$ cat config.mk
export PLATFORM = sky130hd
export DESIGN_NAME = sum_link_rx
export DESIGN_NICKNAME = d
export VERILOG_FILES = /design/src/rtl/sum_link_rx.sv
export SDC_FILE = /design/constraint.sdc
export NUM_CORES = 1
export LEC_CHECK = 0
export ABC_AREA = 0
export CAP_MARGIN = 10
export CORE_ASPECT_RATIO = 2
export CORE_MARGIN = 5
export CORE_UTILIZATION = 45
export CTS_CLUSTER_DIAMETER = 80
export CTS_CLUSTER_SIZE = 24
export DETAILED_ROUTE_END_ITERATION = 8
export PLACE_DENSITY = 0.74
export SLEW_MARGIN = 20
export SYNTH_ARGS = -nofsm -noshare
export SYNTH_HDL_FRONTEND = slang
export SYNTH_SLANG_ARGS = --single-unit
$ cat constraint.sdc
create_clock -name clk -period 6.4 [get_ports clk]
set_input_delay 1.28 -clock clk [delete_from_list [all_inputs] [get_ports clk]]
set_output_delay 1.28 -clock clk [all_outputs]
set_load 0.05 [all_outputs]
$ cat src/rtl/sum_link_rx.sv
// Receive side of the inter-core softmax sum link: drains the peer sum FIFO into the local sfp_row sum FIFO.
// Latency: peer_rd at cycle T -> wr_sum/sum_in valid at T+rd_lat+1; one word in flight, rd_lat+1 cycles/word.
// Backpressure: credit counter mirrors free slots of the local sum FIFO; no credit -> no peer read (never times out).
module sum_link_rx #(
    parameter int bw      = 8,
    parameter int bw_psum = 2*bw+3,
    parameter int depth   = 16,
    parameter int rd_lat  = 1,
    parameter int timeout = 255
) (
    input  logic                 clk,
    input  logic                 rstn,
    input  logic                 start,
    input  logic [4:0]           row_cnt,
    input  logic                 peer_empty,
    input  logic [bw_psum+3:0]   peer_data,
    output logic                 peer_rd,
    input  logic                 local_rd,
    output logic [bw_psum+3:0]   sum_in,
    output logic                 wr_sum,
    output logic                 busy,
    output logic                 done,
    output logic                 err_to,
    output logic                 err_uf
);
    localparam int CW = $clog2(depth + 1);
    localparam int TW = $clog2(timeout + 2);
    localparam int LW = 8;
    localparam logic [CW-1:0] DEPTH_V  = CW'(depth);
    localparam logic [TW-1:0] TO_V     = TW'(timeout);
    localparam logic [LW-1:0] LAT_INIT = LW'(rd_lat - 1);

    typedef enum logic [2:0] {S_IDLE, S_REQ, S_WAIT, S_PUSH, S_DONE} state_t;

    state_t          r_state, w_state_nxt;
    logic [CW-1:0]   r_credit;
    logic [4:0]      r_remaining;
    logic [TW-1:0]   r_wait_cnt;
    logic [LW-1:0]   r_lat_cnt;
    logic [TW-1:0]   w_wait_inc;
    logic            w_accept;
    logic            w_abort;

    assign w_wait_inc = r_wait_cnt + TW'(1);

    // State register; reset returns to IDLE at once, dropping any in-flight word.
    always_ff @(posedge clk or negedge rstn) begin
        if (!rstn) r_state <= S_IDLE;
        else       r_state <= w_state_nxt;
    end

    // Next state plus the combinational strobes (peer_rd, busy, done).
    always_comb begin
        w_state_nxt = r_state;
        w_accept    = 1'b0;
        w_abort     = 1'b0;
        peer_rd     = (r_state == S_REQ) && !peer_empty && (r_credit != '0);
        busy        = (r_state == S_REQ) || (r_state == S_WAIT) || (r_state == S_PUSH);
        done        = (r_state == S_DONE);
        case (r_state)
            S_IDLE: begin
                if (start) begin
                    w_accept    = 1'b1;
                    w_state_nxt = (row_cnt == 5'd0) ? S_DONE : S_REQ;
                end
            end
            S_REQ: begin
                if (peer_rd) begin
                    w_state_nxt = (rd_lat == 1) ? S_PUSH : S_WAIT;
                end else if (peer_empty && (timeout != 0) && (w_wait_inc == TO_V)) begin
                    w_abort     = 1'b1;
                    w_state_nxt = S_DONE;
                end
            end
            S_WAIT: begin
                if (r_lat_cnt <= LW'(1)) w_state_nxt = S_PUSH;
            end
            S_PUSH: begin
                w_state_nxt = (r_remaining == 5'd0) ? S_DONE : S_REQ;
            end
            S_DONE: begin
                w_state_nxt = S_IDLE;
            end
            default: w_state_nxt = S_IDLE;
        endcase
    end

    // Transfer bookkeeping, output word register and sticky error flags.
    always_ff @(posedge clk or negedge rstn) begin
        if (!rstn) begin
            r_remaining <= 5'd0;
            r_wait_cnt  <= '0;
            r_lat_cnt   <= '0;
            sum_in      <= '0;
            wr_sum      <= 1'b0;
            err_to      <= 1'b0;
            err_uf      <= 1'b0;
        end else begin
            wr_sum <= 1'b0;
            if (w_accept) begin
                r_remaining <= row_cnt;
                r_wait_cnt  <= '0;
                err_to      <= 1'b0;
                err_uf      <= 1'b0;
            end
            if (peer_rd) begin
                r_remaining <= r_remaining - 5'd1;
                r_wait_cnt  <= '0;
                r_lat_cnt   <= LAT_INIT;
            end else if ((r_state == S_REQ) && peer_empty) begin
                r_wait_cnt  <= w_wait_inc;
            end
            if (w_abort) begin
                err_to     <= 1'b1;
                r_wait_cnt <= '0;
            end
            if (r_state == S_WAIT) r_lat_cnt <= r_lat_cnt - LW'(1);
            if (r_state == S_PUSH) begin
                sum_in <= peer_data;
                wr_sum <= 1'b1;
            end
            // A pop with every slot already free means the local FIFO was read empty.
            if (local_rd && (r_credit == DEPTH_V)) err_uf <= 1'b1;
        end
    end

    // Credit counter runs in every state; simultaneous pop and issue cancel out.
    always_ff @(posedge clk or negedge rstn) begin
        if (!rstn) begin
            r_credit <= DEPTH_V;
        end else if (local_rd && peer_rd) begin
            r_credit <= r_credit;
        end else if (peer_rd) begin
            r_credit <= r_credit - CW'(1);
        end else if (local_rd && (r_credit != DEPTH_V)) begin
            r_credit <= r_credit + CW'(1);
        end
    end
endmodule

==> results by group <==
Yosys
  – Synth cell types: 52
  – Synth area leaders: dfrtp_1 50%, nand2_1 11%, ha_1 3.6%
  – Syn Inst Count: 295
  – Post-synth ARST share: 1.00
  – Mapped Area: 2760 um2
  – Sequential share of the synthesized area: 0.509
  – Mapped Nets: 337
  – Flip-flop and latch count after synthesis: 56
  – Leading area contributor after synthesis: dfrtp_1
  – Yosys warnings: 0
  – Post-Synth Adder-Cell Area: 0.0436
  – Largest family of logic cells by synthesized area: simple AND/OR/NAND/NOR gates
  – Compound-Gate Fraction of Synth Area: 0.124
  – Post-synth top flop: dfrtp_1
  – Avg Inst Size Synth: 9.34 um2
  – Share of the synthesized area in the top cell type: 0.500
  – Post-Synth Simple-Gate Area: 0.238
  – Synth Area in XOR/XNOR: 0.0318
  – Mux contribution to synthesized area: 0.0204
  – EDFF count, synth: 0

Timing
  – Hold Violations, Final: 0
  – Worst-Margin Slew: 0.781 ns
  – Hold WS: 0.471 ns
  – Setup Skew: 0.00687 ns
  – Worst slew margin: 0.479
  – Final worst path period share: 0.724
  – Final setup vio count: 0
  – Unrepaired setup endpoints after global routing: no
  – Fmax: 0.216 GHz
  – Minimum clock period: 4.63 ns
  – Setup total negative slack: 0 ns
  – Max-slew violations: 0

Routing
  – WL/cell: 15.6 um
  – Via count: 2315
  – Final wirelength: 6.57 mm
  – Final ANT Viol Nets: 0
  – Vias/cell: 5.50
  – Pre-antenna DRT Iters: 5
  – Post-route DRC: 0
  – Iter 0 DRT Violations: 68

Place
  – Port bufs: 61
  – DPL Wire Length: 4.89 mm
  – GPL Wtd Cong: 0.861

Global routing
  – GRT overflow: 0
  – Global Route Usage Sum: 0.180
  – First-pass GRT wire length: 11.0 mm
  – Initial antenna violation count: 0
  – Vias in the first global route: 2411
  – Largest net degree at the start of global routing: 57

Floorplanning
  – I/O Pins: 62
  – Initial core utilization: 0.459
  – Die width: 65.3 um
  – Core Footprint: 6010 um2
  – Total Die Area: 7880 um2
  – Number of core rows: 40
  – Die height: 121 um

CTS
  – Clock Pin Slew Worst Setup and Hold Paths: 0.07 ns
  – Total CTS buffers: 5
  – Root Buffer: clkbuf_16
  – CTS sink cnt: 56
  – Setup bufs post-CTS: 0
  – Clk_lat worst skew: 0.30 ns
  – Hold Buf Count CTS: 0
  – CTS tree: yes
  – Post-CTS resize count: 0
  – Clock Path Buffers: 2
  – H-tree levels: 2

Layout
  – Diode count: 0
  – Final #Nets: 399
  – Area Overhead vs Synth: 30.6%
  – Layout cells sized above 1: 0.0642

Worst setup path
  – Cells on worst reg2reg path: 9
  – Data arrival, critical path: 3.35 ns
  – Critical path required time: 5.12 ns
  – Critical path startpoint: peer_empty
  – FF-to-FF End: r_credit[4]$_DFFE_PN1P_
  – Critical path class: in2out
  – CP max FO: 19
  – Startpoint Class: primary input
  – Flop2flop setup slack: 2.95 ns
  – Worst setup path end: peer_rd
  – Crit-path cells: clkdlybuf4s50_1 > inv_1 > o211ai_4 > inv_1 > clkdlybuf4s50_1
  – Slowest-stage cell, CP: clkdlybuf4s50_1
  – Slowest stage delay, CP: 0.88 ns
  – R2R Path Start: r_credit[1]$_DFFE_PN0P_
  – Crit end category: output port

Power
  – Peak supply drop: 0.000210 V
  – Pwr/cell area: 235 nW/um2
  – Leakage power: 1.57 nW

Job
  – Max-cap violations: 0

Run status
  – Status: completed

Min path
  – HP Class: reg2reg
  – Worst Hold Depth: 2
## per-stage QoR
stage / total power [mW] / cell area (um2) / setup WS, ns / cells / util
6_report: 0.845 / 3600 / 1.77 / 421 / 0.599
2_1_floorplan: 0.480 / 2760 / 2.96 / 295 / -
5_1_grt: 0.887 / 3600 / 1.66 / 421 / 0.599
4_1_cts: 0.857 / 3600 / 1.76 / 421 / 0.599
3_3_place_gp: 0.525 / 3420 / 1.79 / 413 / 0.570
3_5_place_dp: 0.533 / 3420 / 1.76 / 413 / 0.570
## placed cells by master, fill, tap and decap left out, types with 3 or more instances in the layout
cell type         n
inv_1            15
xor2_1            6
dfrtp_1          55
clkdlybuf4s50_1  60
ha_1              8
nor3_1            3
o311ai_0          3
a32o_1            4
nor2_1           19
nand3_1          16
nand2_1          84
clkbuf_16         5
o21ai_0          16
nor4_1            4
a21o_1            3
a21oi_1           4
nand4_1           3
xnor2_1           4
## Yosys cell counts, types with 3 or more instances
cell	instances
nand3_1	16
ha_1	8
nor2_1	19
inv_1	15
a21oi_1	4
clkbuf_1	4
dfrtp_1	55
nand2_1	84
xnor2_1	4
xor2_1	6
o311ai_0	3
a32o_1	4
o21ai_0	16
nand4_1	3
nor3_1	3
nor4_1	4
buf_2	3
a21o_1	3
## power by group
| part | internal [mW] | total, mW | leakage (nW) | switching, mW |
|---|---|---|---|---|
| logic | 0.0651 | 0.121 | 0.878 | 0.0561 |
| clock network | 0.196 | 0.321 | 0.0871 | 0.125 |
| registers | 0.376 | 0.402 | 0.603 | 0.0262 |
## state kept, by name, summed over array words and instances, names as in the netlist
register / cells
r_remaining: 5
r_wait_cnt: 9
r_lat_cnt: 8
r_credit: 5
r_state: 3
err_uf: 1
err_to: 1
sum_in: 23
wr_sum: 1
## worst max-delay path, delay by kind of cell
kind                   cells  cell delay (ns)
buffers and inverters      4             1.85
AOI/OAI and AO/OA          1             0.23
## layer usage
metal / global-route usage / vias up / wire length (um)
met1: 0.189 / 1091 / 2430
met3: 0.0465 / 11 / 386
met4: 0.0935 / 0 / 144
met2: 0.319 / 76 / 3600
li1: - / 1137 / -
met5: 0 / - / 0
## worst min path at each step
stage,from,to,slack [ns]
2_1_floorplan,r_lat_cnt[7]$_DFFE_PN0P_,r_lat_cnt[7]$_DFFE_PN0P_,0.45
3_3_place_gp,err_to$_DFFE_PN0P_,err_to$_DFFE_PN0P_,0.46
3_5_place_dp,sum_in[6]$_DFFE_PN0P_,sum_in[6]$_DFFE_PN0P_,0.46
4_1_cts,sum_in[6]$_DFFE_PN0P_,sum_in[6]$_DFFE_PN0P_,0.48
5_1_grt,sum_in[6]$_DFFE_PN0P_,sum_in[6]$_DFFE_PN0P_,0.50
6_report,sum_in[6]$_DFFE_PN0P_,sum_in[6]$_DFFE_PN0P_,0.47
## cell families (layout without fill, tap and decap cells)
logic type	count (synthesis)	after routing
simple gates	146	146
flops	56	56
compound gates	47	47
buf+inv	23	86
xor+xnor	10	10
fa+ha+maj	9	9
mux	4	4
## area by class of cell
cell class,count,area [um2]
fill,529,2410
inverter,15,56.3
timing repair buffer,63,621
sequential,56,1400
tap,63,78.8
multi-input combinational,216,1260
clock inverter,2,38.8
clock buffer,6,139
(Power assumes the default switching activity.)
